==> src/rtl/rpu_wb_bridge.sv <==
// Bridge from the RPU native memory interface to one or two Wishbone-classic master ports.
// Registered request FSM with byte-lane steering, address routing, misalignment and timeout errors.
module rpu_wb_bridge #(
  parameter int unsigned             ADDR_WIDTH     = 32,
  parameter int unsigned             DATA_WIDTH     = 32,
  parameter bit                      DUAL_PORT      = 1'b0,
  parameter logic [ADDR_WIDTH-1:0]   DATA_BASE      = ADDR_WIDTH'(32'h0010_0000),
  parameter int unsigned             TIMEOUT_CYCLES = 255
) (
  input  logic                  clk,
  input  logic                  rst_n,
  input  logic                  mem_cmd_i,
  input  logic                  mem_we_i,
  input  logic [1:0]            mem_size_i,
  input  logic [ADDR_WIDTH-1:0] mem_addr_i,
  input  logic [DATA_WIDTH-1:0] mem_data_i,
  output logic                  mem_ready_o,
  output logic [DATA_WIDTH-1:0] mem_data_o,
  output logic                  mem_data_ready_o,
  output logic                  mem_err_o,
  output logic                  core_cyc_o,
  output logic                  core_stb_o,
  output logic                  core_we_o,
  output logic [3:0]            core_wstrb_o,
  output logic [ADDR_WIDTH-1:0] core_addr_o,
  output logic [DATA_WIDTH-1:0] core_data_o,
  input  logic [DATA_WIDTH-1:0] core_data_i,
  input  logic                  core_ack_i,
  output logic                  data_mem_cyc_o,
  output logic                  data_mem_stb_o,
  output logic                  data_mem_we_o,
  output logic [3:0]            data_mem_wstrb_o,
  output logic [ADDR_WIDTH-1:0] data_mem_addr_o,
  output logic [DATA_WIDTH-1:0] data_mem_data_o,
  input  logic [DATA_WIDTH-1:0] data_mem_data_i,
  input  logic                  data_mem_ack_i
);

  localparam int unsigned      CNT_W    = (TIMEOUT_CYCLES > 32'd0) ? $clog2(TIMEOUT_CYCLES + 32'd1) : 1;
  localparam logic [CNT_W-1:0] CNT_LAST = CNT_W'(TIMEOUT_CYCLES - 32'd1);
  localparam bit               TO_EN    = (TIMEOUT_CYCLES != 32'd0);

  typedef enum logic [1:0] {IDLE = 2'd0, BUS = 2'd1, DONE = 2'd2} state_t;

  function automatic logic [3:0] lane_strobe(input logic [1:0] size, input logic [1:0] lane);
    logic [3:0] s;
    case (size)
      2'd0:    s = 4'b0001 << lane;
      2'd1:    s = 4'b0011 << {lane[1], 1'b0};
      default: s = 4'b1111;
    endcase
    return s;
  endfunction

  function automatic logic [31:0] lane_wdata(input logic [1:0] size, input logic [31:0] d);
    logic [31:0] w;
    case (size)
      2'd0:    w = {4{d[7:0]}};
      2'd1:    w = {2{d[15:0]}};
      default: w = d;
    endcase
    return w;
  endfunction

  function automatic logic [31:0] lane_rdata(input logic [1:0] size, input logic [1:0] lane,
                                             input logic [31:0] d);
    logic [31:0] sh;
    logic [31:0] r;
    sh = d >> {lane, 3'b000};
    case (size)
      2'd0:    r = {24'd0, sh[7:0]};
      2'd1:    r = lane[1] ? {16'd0, d[31:16]} : {16'd0, d[15:0]};
      default: r = d;
    endcase
    return r;
  endfunction

  state_t                  state_r, state_s;
  logic                    sel_r, sel_s;
  logic [1:0]              size_r, size_s;
  logic [1:0]              lane_r, lane_s;
  logic [CNT_W-1:0]        cnt_r, cnt_s;
  logic                    ready_r, ready_s;
  logic                    drdy_r, drdy_s;
  logic                    err_r, err_s;
  logic [31:0]             rdata_r, rdata_s;
  logic                    c_cyc_r, c_cyc_s, c_we_r, c_we_s;
  logic [3:0]              c_strb_r, c_strb_s;
  logic [ADDR_WIDTH-1:0]   c_addr_r, c_addr_s;
  logic [31:0]             c_data_r, c_data_s;
  logic                    d_cyc_r, d_cyc_s, d_we_r, d_we_s;
  logic [3:0]              d_strb_r, d_strb_s;
  logic [ADDR_WIDTH-1:0]   d_addr_r, d_addr_s;
  logic [31:0]             d_data_r, d_data_s;
  logic                    route_s;
  logic                    bad_s;
  logic                    ack_s;
  logic [31:0]             bus_rdata_s;

  // Request decode and the ack/read-data source of the port currently in use.
  always_comb begin
    route_s     = DUAL_PORT && (mem_addr_i >= DATA_BASE);
    bad_s       = (mem_size_i == 2'd3) ||
                  ((mem_size_i == 2'd1) && mem_addr_i[0]) ||
                  ((mem_size_i == 2'd2) && (mem_addr_i[1:0] != 2'b00));
    ack_s       = sel_r ? data_mem_ack_i : core_ack_i;
    bus_rdata_s = sel_r ? data_mem_data_i : core_data_i;
  end

  // Next-state and next-output logic; every output is taken from a register.
  always_comb begin
    state_s  = state_r;
    sel_s    = sel_r;
    size_s   = size_r;
    lane_s   = lane_r;
    cnt_s    = cnt_r;
    ready_s  = ready_r;
    drdy_s   = 1'b0;
    err_s    = err_r;
    rdata_s  = rdata_r;
    c_cyc_s  = c_cyc_r;
    c_we_s   = c_we_r;
    c_strb_s = c_strb_r;
    c_addr_s = c_addr_r;
    c_data_s = c_data_r;
    d_cyc_s  = d_cyc_r;
    d_we_s   = d_we_r;
    d_strb_s = d_strb_r;
    d_addr_s = d_addr_r;
    d_data_s = d_data_r;
    case (state_r)
      IDLE: begin
        if (mem_cmd_i) begin
          ready_s = 1'b0;
          sel_s   = route_s;
          size_s  = mem_size_i;
          lane_s  = mem_addr_i[1:0];
          cnt_s   = '0;
          if (bad_s) begin
            state_s = DONE;
            drdy_s  = 1'b1;
            err_s   = 1'b1;
            rdata_s = 32'd0;
          end else if (route_s) begin
            state_s  = BUS;
            d_cyc_s  = 1'b1;
            d_we_s   = mem_we_i;
            d_strb_s = lane_strobe(mem_size_i, mem_addr_i[1:0]);
            d_addr_s = {mem_addr_i[ADDR_WIDTH-1:2], 2'b00};
            d_data_s = lane_wdata(mem_size_i, mem_data_i);
          end else begin
            state_s  = BUS;
            c_cyc_s  = 1'b1;
            c_we_s   = mem_we_i;
            c_strb_s = lane_strobe(mem_size_i, mem_addr_i[1:0]);
            c_addr_s = {mem_addr_i[ADDR_WIDTH-1:2], 2'b00};
            c_data_s = lane_wdata(mem_size_i, mem_data_i);
          end
        end else begin
          ready_s = 1'b1;
        end
      end
      BUS: begin
        // An ack on the last allowed cycle wins over the timeout.
        if (ack_s) begin
          state_s = DONE;
          drdy_s  = 1'b1;
          err_s   = 1'b0;
          rdata_s = lane_rdata(size_r, lane_r, bus_rdata_s);
          c_cyc_s = 1'b0;
          d_cyc_s = 1'b0;
        end else if (TO_EN && (cnt_r == CNT_LAST)) begin
          state_s = DONE;
          drdy_s  = 1'b1;
          err_s   = 1'b1;
          rdata_s = 32'd0;
          c_cyc_s = 1'b0;
          d_cyc_s = 1'b0;
        end else begin
          cnt_s = cnt_r + CNT_W'(1);
        end
      end
      DONE: begin
        state_s = IDLE;
        ready_s = 1'b1;
      end
      default: begin
        state_s = IDLE;
        ready_s = 1'b1;
        c_cyc_s = 1'b0;
        d_cyc_s = 1'b0;
      end
    endcase
  end

  // State and output registers.
  always_ff @(posedge clk or negedge rst_n) begin
    if (!rst_n) begin
      state_r  <= IDLE;
      sel_r    <= 1'b0;
      size_r   <= 2'd0;
      lane_r   <= 2'd0;
      cnt_r    <= '0;
      ready_r  <= 1'b1;
      drdy_r   <= 1'b0;
      err_r    <= 1'b0;
      rdata_r  <= 32'd0;
      c_cyc_r  <= 1'b0;
      c_we_r   <= 1'b0;
      c_strb_r <= 4'd0;
      c_addr_r <= '0;
      c_data_r <= 32'd0;
      d_cyc_r  <= 1'b0;
      d_we_r   <= 1'b0;
      d_strb_r <= 4'd0;
      d_addr_r <= '0;
      d_data_r <= 32'd0;
    end else begin
      state_r  <= state_s;
      sel_r    <= sel_s;
      size_r   <= size_s;
      lane_r   <= lane_s;
      cnt_r    <= cnt_s;
      ready_r  <= ready_s;
      drdy_r   <= drdy_s;
      err_r    <= err_s;
      rdata_r  <= rdata_s;
      c_cyc_r  <= c_cyc_s;
      c_we_r   <= c_we_s;
      c_strb_r <= c_strb_s;
      c_addr_r <= c_addr_s;
      c_data_r <= c_data_s;
      d_cyc_r  <= d_cyc_s;
      d_we_r   <= d_we_s;
      d_strb_r <= d_strb_s;
      d_addr_r <= d_addr_s;
      d_data_r <= d_data_s;
    end
  end

  assign mem_ready_o      = ready_r;
  assign mem_data_o       = rdata_r;
  assign mem_data_ready_o = drdy_r;
  assign mem_err_o        = err_r;
  assign core_cyc_o       = c_cyc_r;
  assign core_stb_o       = c_cyc_r;
  assign core_we_o        = c_we_r;
  assign core_wstrb_o     = c_strb_r;
  assign core_addr_o      = c_addr_r;
  assign core_data_o      = c_data_r;
  assign data_mem_cyc_o   = d_cyc_r;
  assign data_mem_stb_o   = d_cyc_r;
  assign data_mem_we_o    = d_we_r;
  assign data_mem_wstrb_o = d_strb_r;
  assign data_mem_addr_o  = d_addr_r;
  assign data_mem_data_o  = d_data_r;

endmodule

==> config.mk <==
export PLATFORM = sky130hd
export DESIGN_NAME = rpu_wb_bridge
export DESIGN_NICKNAME = d
export VERILOG_FILES = /design/src/rtl/rpu_wb_bridge.sv
export SDC_FILE = /design/constraint.sdc
export NUM_CORES = 1
export LEC_CHECK = 0
export CORE_UTILIZATION = 27
export CTS_CLUSTER_SIZE = 30
export DETAILED_ROUTE_END_ITERATION = 8
export GPL_TIMING_DRIVEN = 0
export PLACE_DENSITY = 0.62
export SLEW_MARGIN = 20
export SYNTH_ARGS = -nofsm -noshare
export SYNTH_HDL_FRONTEND = slang
export SYNTH_SLANG_ARGS = --single-unit
==> constraint.sdc <==
create_clock -name clk -period 2.46 [get_ports clk]
set_clock_uncertainty 0.1 [all_clocks]
set_input_delay 0.492 -clock clk [delete_from_list [all_inputs] [get_ports clk]]
set_output_delay 0.492 -clock clk [all_outputs]
set_load 0.02 [all_outputs]
* Word level (Yosys, flattened, before mapping)
Index checks and enable logic that the tools add are counted.
** Storage, ports and cells
- Bits in registers :: 118
- Bits in latches :: 0
- Bits in writable memories :: 0
- ROM bits :: 0
- Output and inout bits :: 177
- Memories :: 0
** Operators by class
- Add/sub/neg operators :: 1
- Multipliers :: 0
- Divide/modulo/power cells :: 0
- Order comparisons :: 0
- Equal/unequal tests :: 13
- Shift operators :: 3
- Multiplexer cells :: 36
- Bitwise gates (word level) :: 3
- Reductions and logical operators :: 17
** Operators with widths (count)
- $pmux 32 s2 :: 3
- $mux 32 :: 4
- $shr 32x5->8 :: 1
- $mux 8 :: 3
- $mux 16 :: 1
- $pmux 8 s2 :: 1
- $mux 1 :: 13
- $reduce_and 4->1 :: 3
- $ne 2x2->1 const B :: 5
- $add 8x1->8 const B :: 1
- $eq 8x8->1 const B :: 1
- $mux 2 :: 4
- $pmux 1 s2 :: 4
- $pmux 4 s2 :: 1
- $eq 2x1->1 const B :: 3
- $eq 2x2->1 const B :: 3
- $logic_not 2->1 :: 3
- $reduce_and 2->1 :: 3
- $pmux 2 s2 :: 1
- $reduce_bool 2->1 :: 2
- $shl 1x2->4 const A :: 1
- $shl 2x2->4 const A :: 1
- $ne 3x3->1 const B :: 1
- $not 1->1 :: 3
- 5 further kinds :: 7

* Logic depth before layout (Yosys ltp)
Gate-level depths: netlist of the first run.
- Depth after elaboration :: 7
- Depth in mapped cells :: 7

* Least setup slack after synthesis of the first run
No wires, ideal clock.
- Path type :: input-to-reg
- From :: input port mem_cmd_i
- To :: register rdata_r[30] (netlist: mem_data_o[30])
- Setup time :: 0.121 ns
- Arrival :: 1.841 ns
- Path slack :: 0.398 ns
- Stages on the path :: 6
- Buffers on the path :: 2
- Cells stage by stage :: or3b_1 > buf_2 > or3_1 > a21boi_4 > buf_6 > a22o_1
** Between the ends
- Word-level cells in the longest chain between the ends :: 2
** Ends and longest elaborated chain
- start: declaration :: line 12 : input logic mem_cmd_i,
- $ne 2x2->1 (no source line)
- $reduce_and 4->1 (no source line)
- end signal: assignment :: line 227 : rdata_r <= rdata_s;
- end: declaration :: line 86 : logic [31:0] rdata_r, rdata_s;
No other way between the ends.
A chain may end at the register's enable or synchronous reset.

* Final worst setup path of the first run
- From :: input port mem_cmd_i
- To :: register rdata_r[22] (netlist: mem_data_o[22])
Same word-level chain as after synthesis.

==> results, run 1 <==
- The worst setup slack after layout is 145 ps.
- The clock tree from TritonCTS is built.
- Based on the critical path, the design can be clocked at up to 432 MHz.
- Dividing total power by cell area gives a power density of 998 mW/mm^2.
- From left edge to right edge, the die measures 148 microns.
- The routed length per instance is 15.6 microns.
- The die covers 0.0219 sq mm.
- Max-cap violations in this run came to 0.
- Using the TritonRoute via totals, the vias-per-cell ratio works out to 4.30.
- The remaining global-route overflow is 0.
- In this run, synthesis produced a sequential element count of 117.
- The number of antenna violations at the first check in global routing is 0.
- At the end of routability-driven placement, the weighted congestion stood at 0.776.
- The number of warning messages in the yosys log is 0.
- The first-pass iteration count of the detailed router is 5.
- The part of the Yosys area used for sequential elements is 0.510.
- During placement, the flow inserted port buffers numbering 204.
- The number of filler instances in the final layout is 1954.
- The fraction of power consumed by combinational cells is 0.384.
- The final-report setup violation count is 0.
- Dividing the synthesized area by the synthesized cell count gives 11.1 sq um.
- Of the total power, the clock network draws 0.302.
- The via count of the first global-routing pass is 4672.
- The setup path with the least slack is of type input port to flop.
- At the worst endpoint, the arrival time is 2510 ps.
- 313 I/O pins were placed.
- TritonCTS created 17 clock buffers.
- The repair_antennas step left the layout with diodes totalling 0.
- In the routed design, unresolved DRC markers number 0.
- The core region is 0.0206 sq mm.
- The overall power consumption is 9.05 mW.
- The detailed router's first-iteration violation count is 220.
- Across every metal layer, demand over resource in global routing totals 0.158.
- The H-tree was split into 4 levels.
- The sequential cells in the finished layout cover a total of 0.00293 sq mm.
- The highest fanout seen on the critical path is 10.
- The worst setup path is captured at a flop.
- Relative to the synthesized area, the layout overhead comes to 58.0%.
- The flow ran to the end, and the final reports show no timing, DRC or antenna violations.
- The minimum setup slack after placement is -618 ps.
- At the pin with the least slew margin, the transition time is 960 ps.
- Synthesis produced a netlist whose cell count is 516.
- Summed over all nets, the half-perimeter wirelength after detailed placement is 12800 microns.
- Entering global routing, the biggest net connects 61 pins.
- Of the total power, registers draw 0.314.
- In this run the static leakage power is 4.10 nW.
- For this run, the post-layout net count is 950.
- The headroom to the max-slew limit is 0.358.
- The number of synthesized flops with an enable pin is 0.
- Setup repair after global routing left no endpoint under its margin.
- The internal portion of the total power is 6.07 mW.
- The netlist area before placement is 0.00574 sq mm.
- The die extent in y is 148 microns.
- The global-route wire length before repair is 26300 microns.
- The final number of hold-violating endpoints is 0.
- The path class of the lowest-slack min-delay path is flop to flop.
- By area the synthesized netlist is led by dfrtp_1, buf_4, mux2_2.
- Post-CTS timing repair inserted 0 buffers for setup.
- The library cell used as clock root buffer is clkbuf_16.
- The total wire length is 17000 microns.
- For this configuration, the core starts out at a cell density of 0.279.
- Of the total power, the share spent switching nets is 0.329.
- VDD sags by at most 0.000471 V.
- The leading register cell type out of synthesis is dfrtp_1.
- The share of synthesized flip-flops with an asynchronous set or reset is 1.00.
- The clock insertion delay at the later pin of the skew report is 410 ps.
- Dividing the final minimum period by the clock period gives 0.941.
- The number of distinct library cell variants in the gate-level netlist after synthesis is 48.
- Summed over all instances, the cell type with the most area after synthesis is dfrtp_1.
- The clock period could shrink to 2320 ps.
- The launching element type of the critical path is an input port.
- In this run the remaining antenna-violating nets after routing total 0.
- The area taken by multi-input logic gates is 0.00237 sq mm.
- The net switching power figure is 2.98 mW.
- The number of sinks driven by the clock tree is 117.
- Counting along the longest clock path gives a buffer depth of 2.
- For the worst setup path, the data required time is 2650 ps.
- The clock transition at the register clock pins on the worst setup and hold paths after CTS is 60 ps.
- The final number of max-transition violations came to 0.
- The share of synthesized area in the top cell type comes to 0.505.
- The number of vias in the routed layout is 4700.
- The proportion of layout cells with a drive suffix above 1 is 0.197.
- The row count is 52.
## state kept, by name, summed over array words and instances, names as in the netlist
| name | flops |
|---|---|
| core_data_o | 32 |
| mem_data_o | 32 |
| core_addr_o | 30 |
| cnt_r | 8 |
| core_wstrb_o | 4 |
| lane_r | 2 |
| size_r | 2 |
| state_r | 2 |
| core_cyc_o | 1 |
| core_we_o | 1 |
| mem_data_ready_o | 1 |
| mem_err_o | 1 |
| mem_ready_o | 1 |
## layout make-up
| type | count | area share |
|---|---|---|
| plain buffers | 102 | 0.0753 |
| clock buffers | 22 | 0.0512 |
| clock inverters | 9 | 0.0193 |
| inverters | 7 | 0.00290 |
| multi-input cells | 361 | 0.262 |
| flip-flops and latches | 117 | 0.323 |
| well taps | 270 | 0.0372 |
| repair buffers | 206 | 0.230 |
## cell families after synthesis
logic type,after synthesis,share of synthesized area
xor gates and xnor gates,1,0.00153
other,1,0.000653
DFF,117,0.510
adders and majority gates,2,0.00436
buffers and inverters,110,0.124
muxes,69,0.130
AOI/OAI and AO/OA,127,0.156
and+or+nand+nor,89,0.0734
## power groups by stage
| stage | Combinational, mW | Sequential (mW) | Clock, mW |
|---|---|---|---|
| final | 3.48 | 2.85 | 2.73 |
| after global routing | 3.69 | 2.93 | 2.89 |
| after CTS | 3.52 | 2.85 | 2.80 |
| after detailed placement | 3.50 | 2.87 | 0 |
| after global placement | 3.49 | 2.85 | 0 |
| after floorplan | 1.12 | 3.53 | 0 |
## cell usage in the layout (no fill, tap or decap), types with 4 or more instances in the layout
master and n:
conb_1 73, nor2_1 14, dfrtp_1 116, a222oi_1 6, buf_4 74, o2bb2ai_1 16, mux2i_1 24, or3_1 4
a22o_1 22, a22oi_1 8, clkdlybuf4s50_1 203, inv_1 6, nand2_1 43, nor2b_1 4, buf_2 6, clkbuf_16 17
clkbuf_1 21, a21oi_1 18, nand3_1 5, bufinv_16 5, mux2_2 45, o21ai_0 37
## routing by layer
layer  track usage  part of all wire
met4        0.0428            0.0082
met1         0.192              0.42
met3        0.0583             0.081
met5             0                 0
met2         0.261              0.49
## Yosys cell counts, types with 3 or more instances
cell         n
nor2_1      14
a21oi_1     18
inv_1        6
buf_4       74
nor2b_1      4
nand2b_1     3
o21ai_0     37
buf_2        6
nand3_1      5
o21bai_1     3
a222oi_1     6
a22oi_1      8
a21o_1       3
a32oi_1      3
clkbuf_1    19
a22o_1      22
o2bb2ai_1   16
mux2i_1     24
nand2_1     43
or3_1        4
mux2_2      45
dfrtp_1    116
## final timing paths
check	startpoint	end	slack, ps	depth (start not counted)
worst max-delay path	mem_cmd_i	mem_data_o[22]	140	7
worst min-delay path	core_data_o[24]	core_data_o[24]	380	2
worst max register to register	state_r[0]	mem_data_o[22]	220	6
min in group asynchronous	rst_n	core_addr_o[10]	490	2
worst min register to register	core_data_o[24]	core_data_o[24]	380	2
max in group asynchronous	rst_n	core_addr_o[2]	1090	3
## through the flow
stage	TNS [ps]	instances	hold slack, ps	instance area [sq um]	utilization
2_1_floorplan	0	588	96.4	6010	-
3_3_place_gp	-517550	1062	360	8390	0.408
3_5_place_dp	-34730	1063	353	8430	0.410
4_1_cts	0	1095	382	9080	0.442
5_1_grt	0	1094	392	9070	0.441
6_report	0	1094	379	9070	0.441
## worst max-delay path: stages
cell             delay, ps
clkdlybuf4s50_1        470
or3b_1                 340
buf_2                  170
or3_1                  420
a21boi_4               200
buf_6                  180
a22o_1                 230
## repair_timing
item / 4_1_cts / 5_1_grt
hold buffers: 1 / 0
pin swaps: 0 / 0
endpoints found under the setup margin: 20 / 9
resized for setup: 1 / 0
hold endpoints to repair: 56 / 0
Note: power is estimated with default switching activity, not from simulation.
==> run 2: changes to the inputs <==
--- a/config.mk
+++ b/config.mk
@@ -5,6 +5,7 @@
 export SDC_FILE = /design/constraint.sdc
 export NUM_CORES = 1
 export LEC_CHECK = 0
+export CAP_MARGIN = 5
 export CORE_UTILIZATION = 27
 export CTS_CLUSTER_SIZE = 30
 export DETAILED_ROUTE_END_ITERATION = 8
==> constraint.sdc (replaced) <==
create_clock -name clk -period 2.46 [get_ports clk]
set_clock_uncertainty 0.1 [all_clocks]
set_input_delay 0.615 -clock clk [delete_from_list [all_inputs] [get_ports clk]]
set_output_delay 0.615 -clock clk [all_outputs]
set_load 0.02 [all_outputs]
==> run 2 against run 1 <==
Effect of this change:
- sequential share of layout area down 0.11 points
- via count up 0.55%
- cell area up 0.34%
- critical endpoint unchanged
- highest routed layer unchanged
==> results, run 2 (synthesized netlist as in run 1, its figures left out) <==
- The run finished with clean final reports.
- Entering global routing, the biggest net connects 61 pins.
- The core region is 0.0206 sq mm.
- The overall fraction of global-route tracks in use is 0.157.
- The H-tree was split into 4 levels.
- Prior to clock tree synthesis, the placed netlist has a worst setup slack of -741 ps.
- For this run, the share of the core covered by cells in the final layout is 0.443.
- The congestion estimate from routability-driven global placement came to 0.776.
- The worst path needs 2400 ps of the cycle, external delays included.
- The residual antenna-violating net count after detailed routing is 0.
- The final number of hold-violating endpoints is 0.
- STA puts the critical path data arrival time at 2590 ps.
- The total wire length is 17100 microns.
- The first-pass iteration count of the detailed router is 5.
- The number of antenna violations at the first check in global routing is 0.
- The startpoint of the lowest-slack register-to-register path is state_r[0].
- The detailed placer's ending HPWL is 12800 microns.
- Dividing the detail-routed via count by the number of cells gives 4.31.
- The part of the cycle the worst path needs is 0.976.
- Clock-pin slew was measured on the worst setup and hold paths at 50 ps.
- The headroom to the max-slew limit is 0.370.
- The depth of the worst register-to-register path is 6.
- The pin slew with the least headroom to its limit is 942 ps.
- The type of the setup path with the least slack is input port to flop.
- The proportion of layout cells with a drive suffix above 1 is 0.202.
- After detailed routing, the number of remaining DRC violations is 0.
- The maximum resistive drop on vdd is 0.000471 V.
- The horizontal die dimension is 148 microns.
- For this configuration, the core starts out at a cell density of 0.279.
- The later pin in the worst-skew pair is clocked with a latency of 410 ps.
- The net total in the final layout is 952.
- TritonCTS built the clock tree.
- The launching element type of the critical path is an input port.
- Leaving out fill and tap cells, the most frequent cell in the layout is clkdlybuf4s50_1.
- The first global-routing pass estimated 26300 microns of wire.
- The row count is 52.
- The tightest min-delay check is of the input port to async pin type.
- Clock tree synthesis inserted a total of 17 buffers.
- The max-cap violation count is 0.
- The final number of max-transition violations came to 0.
- Setup repair after global routing left no endpoint under its margin.
- The highest fanout seen on the critical path is 9.
- The buffer levels on the longest clock path is 2.
- Measured along the y axis, the die boundary spans 148 microns.
- The final-report setup violation count is 0.
- The final route contains 4726 vias.
- The data required time of the worst path is 2650 ps.
- Dividing the detail-routed wire length by the instance count gives 15.6 microns.
- The achievable clock frequency is 417 MHz.
- The I/O pin count is 313.
- From synthesis to final layout, the design area changed by 58.6%.
- The number of input and output port buffers inserted is 204.
- The endpoint identified for the worst register-to-register timing path is mem_data_o[22].
- The die outline area is 0.0219 sq mm.
- The number of inserted diodes is 0.
- The critical path capture point type is a flop.
- The number of sinks driven by the clock tree is 117.
- For this run the aggregate overflow at the end of global routing stands at 0.
- Leaving out fill and tap cells, the most frequent cells in the layout are clkdlybuf4s50_1, dfrtp_1, buf_4, conb_1, mux2_2.
- The detailed router's first-iteration violation count is 227.
- Setup slack closes at 59.2 ps.
- For this design the ratio of total power to cell area is 997 mW/mm^2.
- The leakage power summed over all cells is 4.12 nW.
- The via count of the first global-routing pass is 4657.
- The register-to-register setup slack is 260 ps.
- Clock tree synthesis selected as its root buffer the cell clkbuf_16.
[run 2: cell count changes in the layout (fill, tap and decap cells not counted), sizes merged]
cell,delta
buf,+2
clkbuf,+1
dlygate4sd3,-1
[run 2: timing repair]
item / in CTS / in global routing
buffers inserted: 0 / 1
resized for setup: 1 / 11
hold endpoints to repair: 0 / 0
cloned: 0 / 2
pin swaps: 0 / 0
hold buffers: 0 / 0
setup endpoints to repair: 46 / 38
[run 2: critical path: stages]
cell and delay (ps):
clkdlybuf4s50_1 470, or3b_1 370, buf_6 150, or3_4 390
a21boi_4 200, buf_6 180, a22o_1 220
[run 2: worst max-delay path by stage]
| stage | endpoint | from | depth (start not counted) | slack [ps] |
|---|---|---|---|---|
| after floorplan | mem_data_o[30] | mem_cmd_i | 6 | 270 |
| after global placement | mem_data_o[20] | rst_n | 1 | -4300 |
| after detailed placement | core_data_o[10] | mem_addr_i[0] | 7 | -740 |
| after CTS | core_addr_o[22] | mem_addr_i[0] | 5 | 20 |
| after global routing | mem_data_o[24] | mem_cmd_i | 7 | 3 |
| final | mem_data_o[22] | mem_cmd_i | 7 | 60 |
[run 2: routing by layer]
layer / global-route usage / part of all wire / vias up
met4: 0.0428 / 0.0078 / 0
met1: 0.192 / 0.41 / 2238
li1: - / - / 2293
met3: 0.0590 / 0.083 / 13
met2: 0.260 / 0.49 / 182
met5: 0 / 0 / -
[run 2: area by class of cell]
cell class,count,area (sq um)
multi-input combinational,361,2380
clock buffer,22,464
buffer,102,696
inverter,7,26.3
sequential,117,2930
tap,270,338
fill,1949,11500
timing repair buffer,208,2100
clock inverter,9,175
[run 2: stage by stage]
stage | hold WS, ps | total power, mW | TNS [ps] | cells | instance area, sq um
6_report | 20.1 | 9.08 | 0 | 1096 | 9110
5_1_grt | 45.1 | 9.53 | 0 | 1096 | 9110
4_1_cts | 29.0 | 9.17 | 0 | 1093 | 9060
3_5_place_dp | 369 | 6.37 | -47030 | 1063 | 8430
3_3_place_gp | 360 | 6.34 | -544240 | 1062 | 8390
2_1_floorplan | 219 | 4.65 | 0 | 588 | 6010
[run 2: power breakdown]
group	internal [mW]	switching [mW]	leakage (nW)
clock	1.84	0.888	0.306
combinational	1.73	1.77	2.34
sequential	2.51	0.332	1.47
==> run 3: changes to the inputs <==
--- a/config.mk
+++ b/config.mk
@@ -7,7 +7,7 @@
 export LEC_CHECK = 0
 export CAP_MARGIN = 5
 export CORE_UTILIZATION = 27
-export CTS_CLUSTER_SIZE = 30
+export CTS_CLUSTER_SIZE = 16
 export DETAILED_ROUTE_END_ITERATION = 8
 export GPL_TIMING_DRIVEN = 0
 export PLACE_DENSITY = 0.62
==> results of run 3 <==
The final DEF is identical to that of run 2; final timing and power are the same.
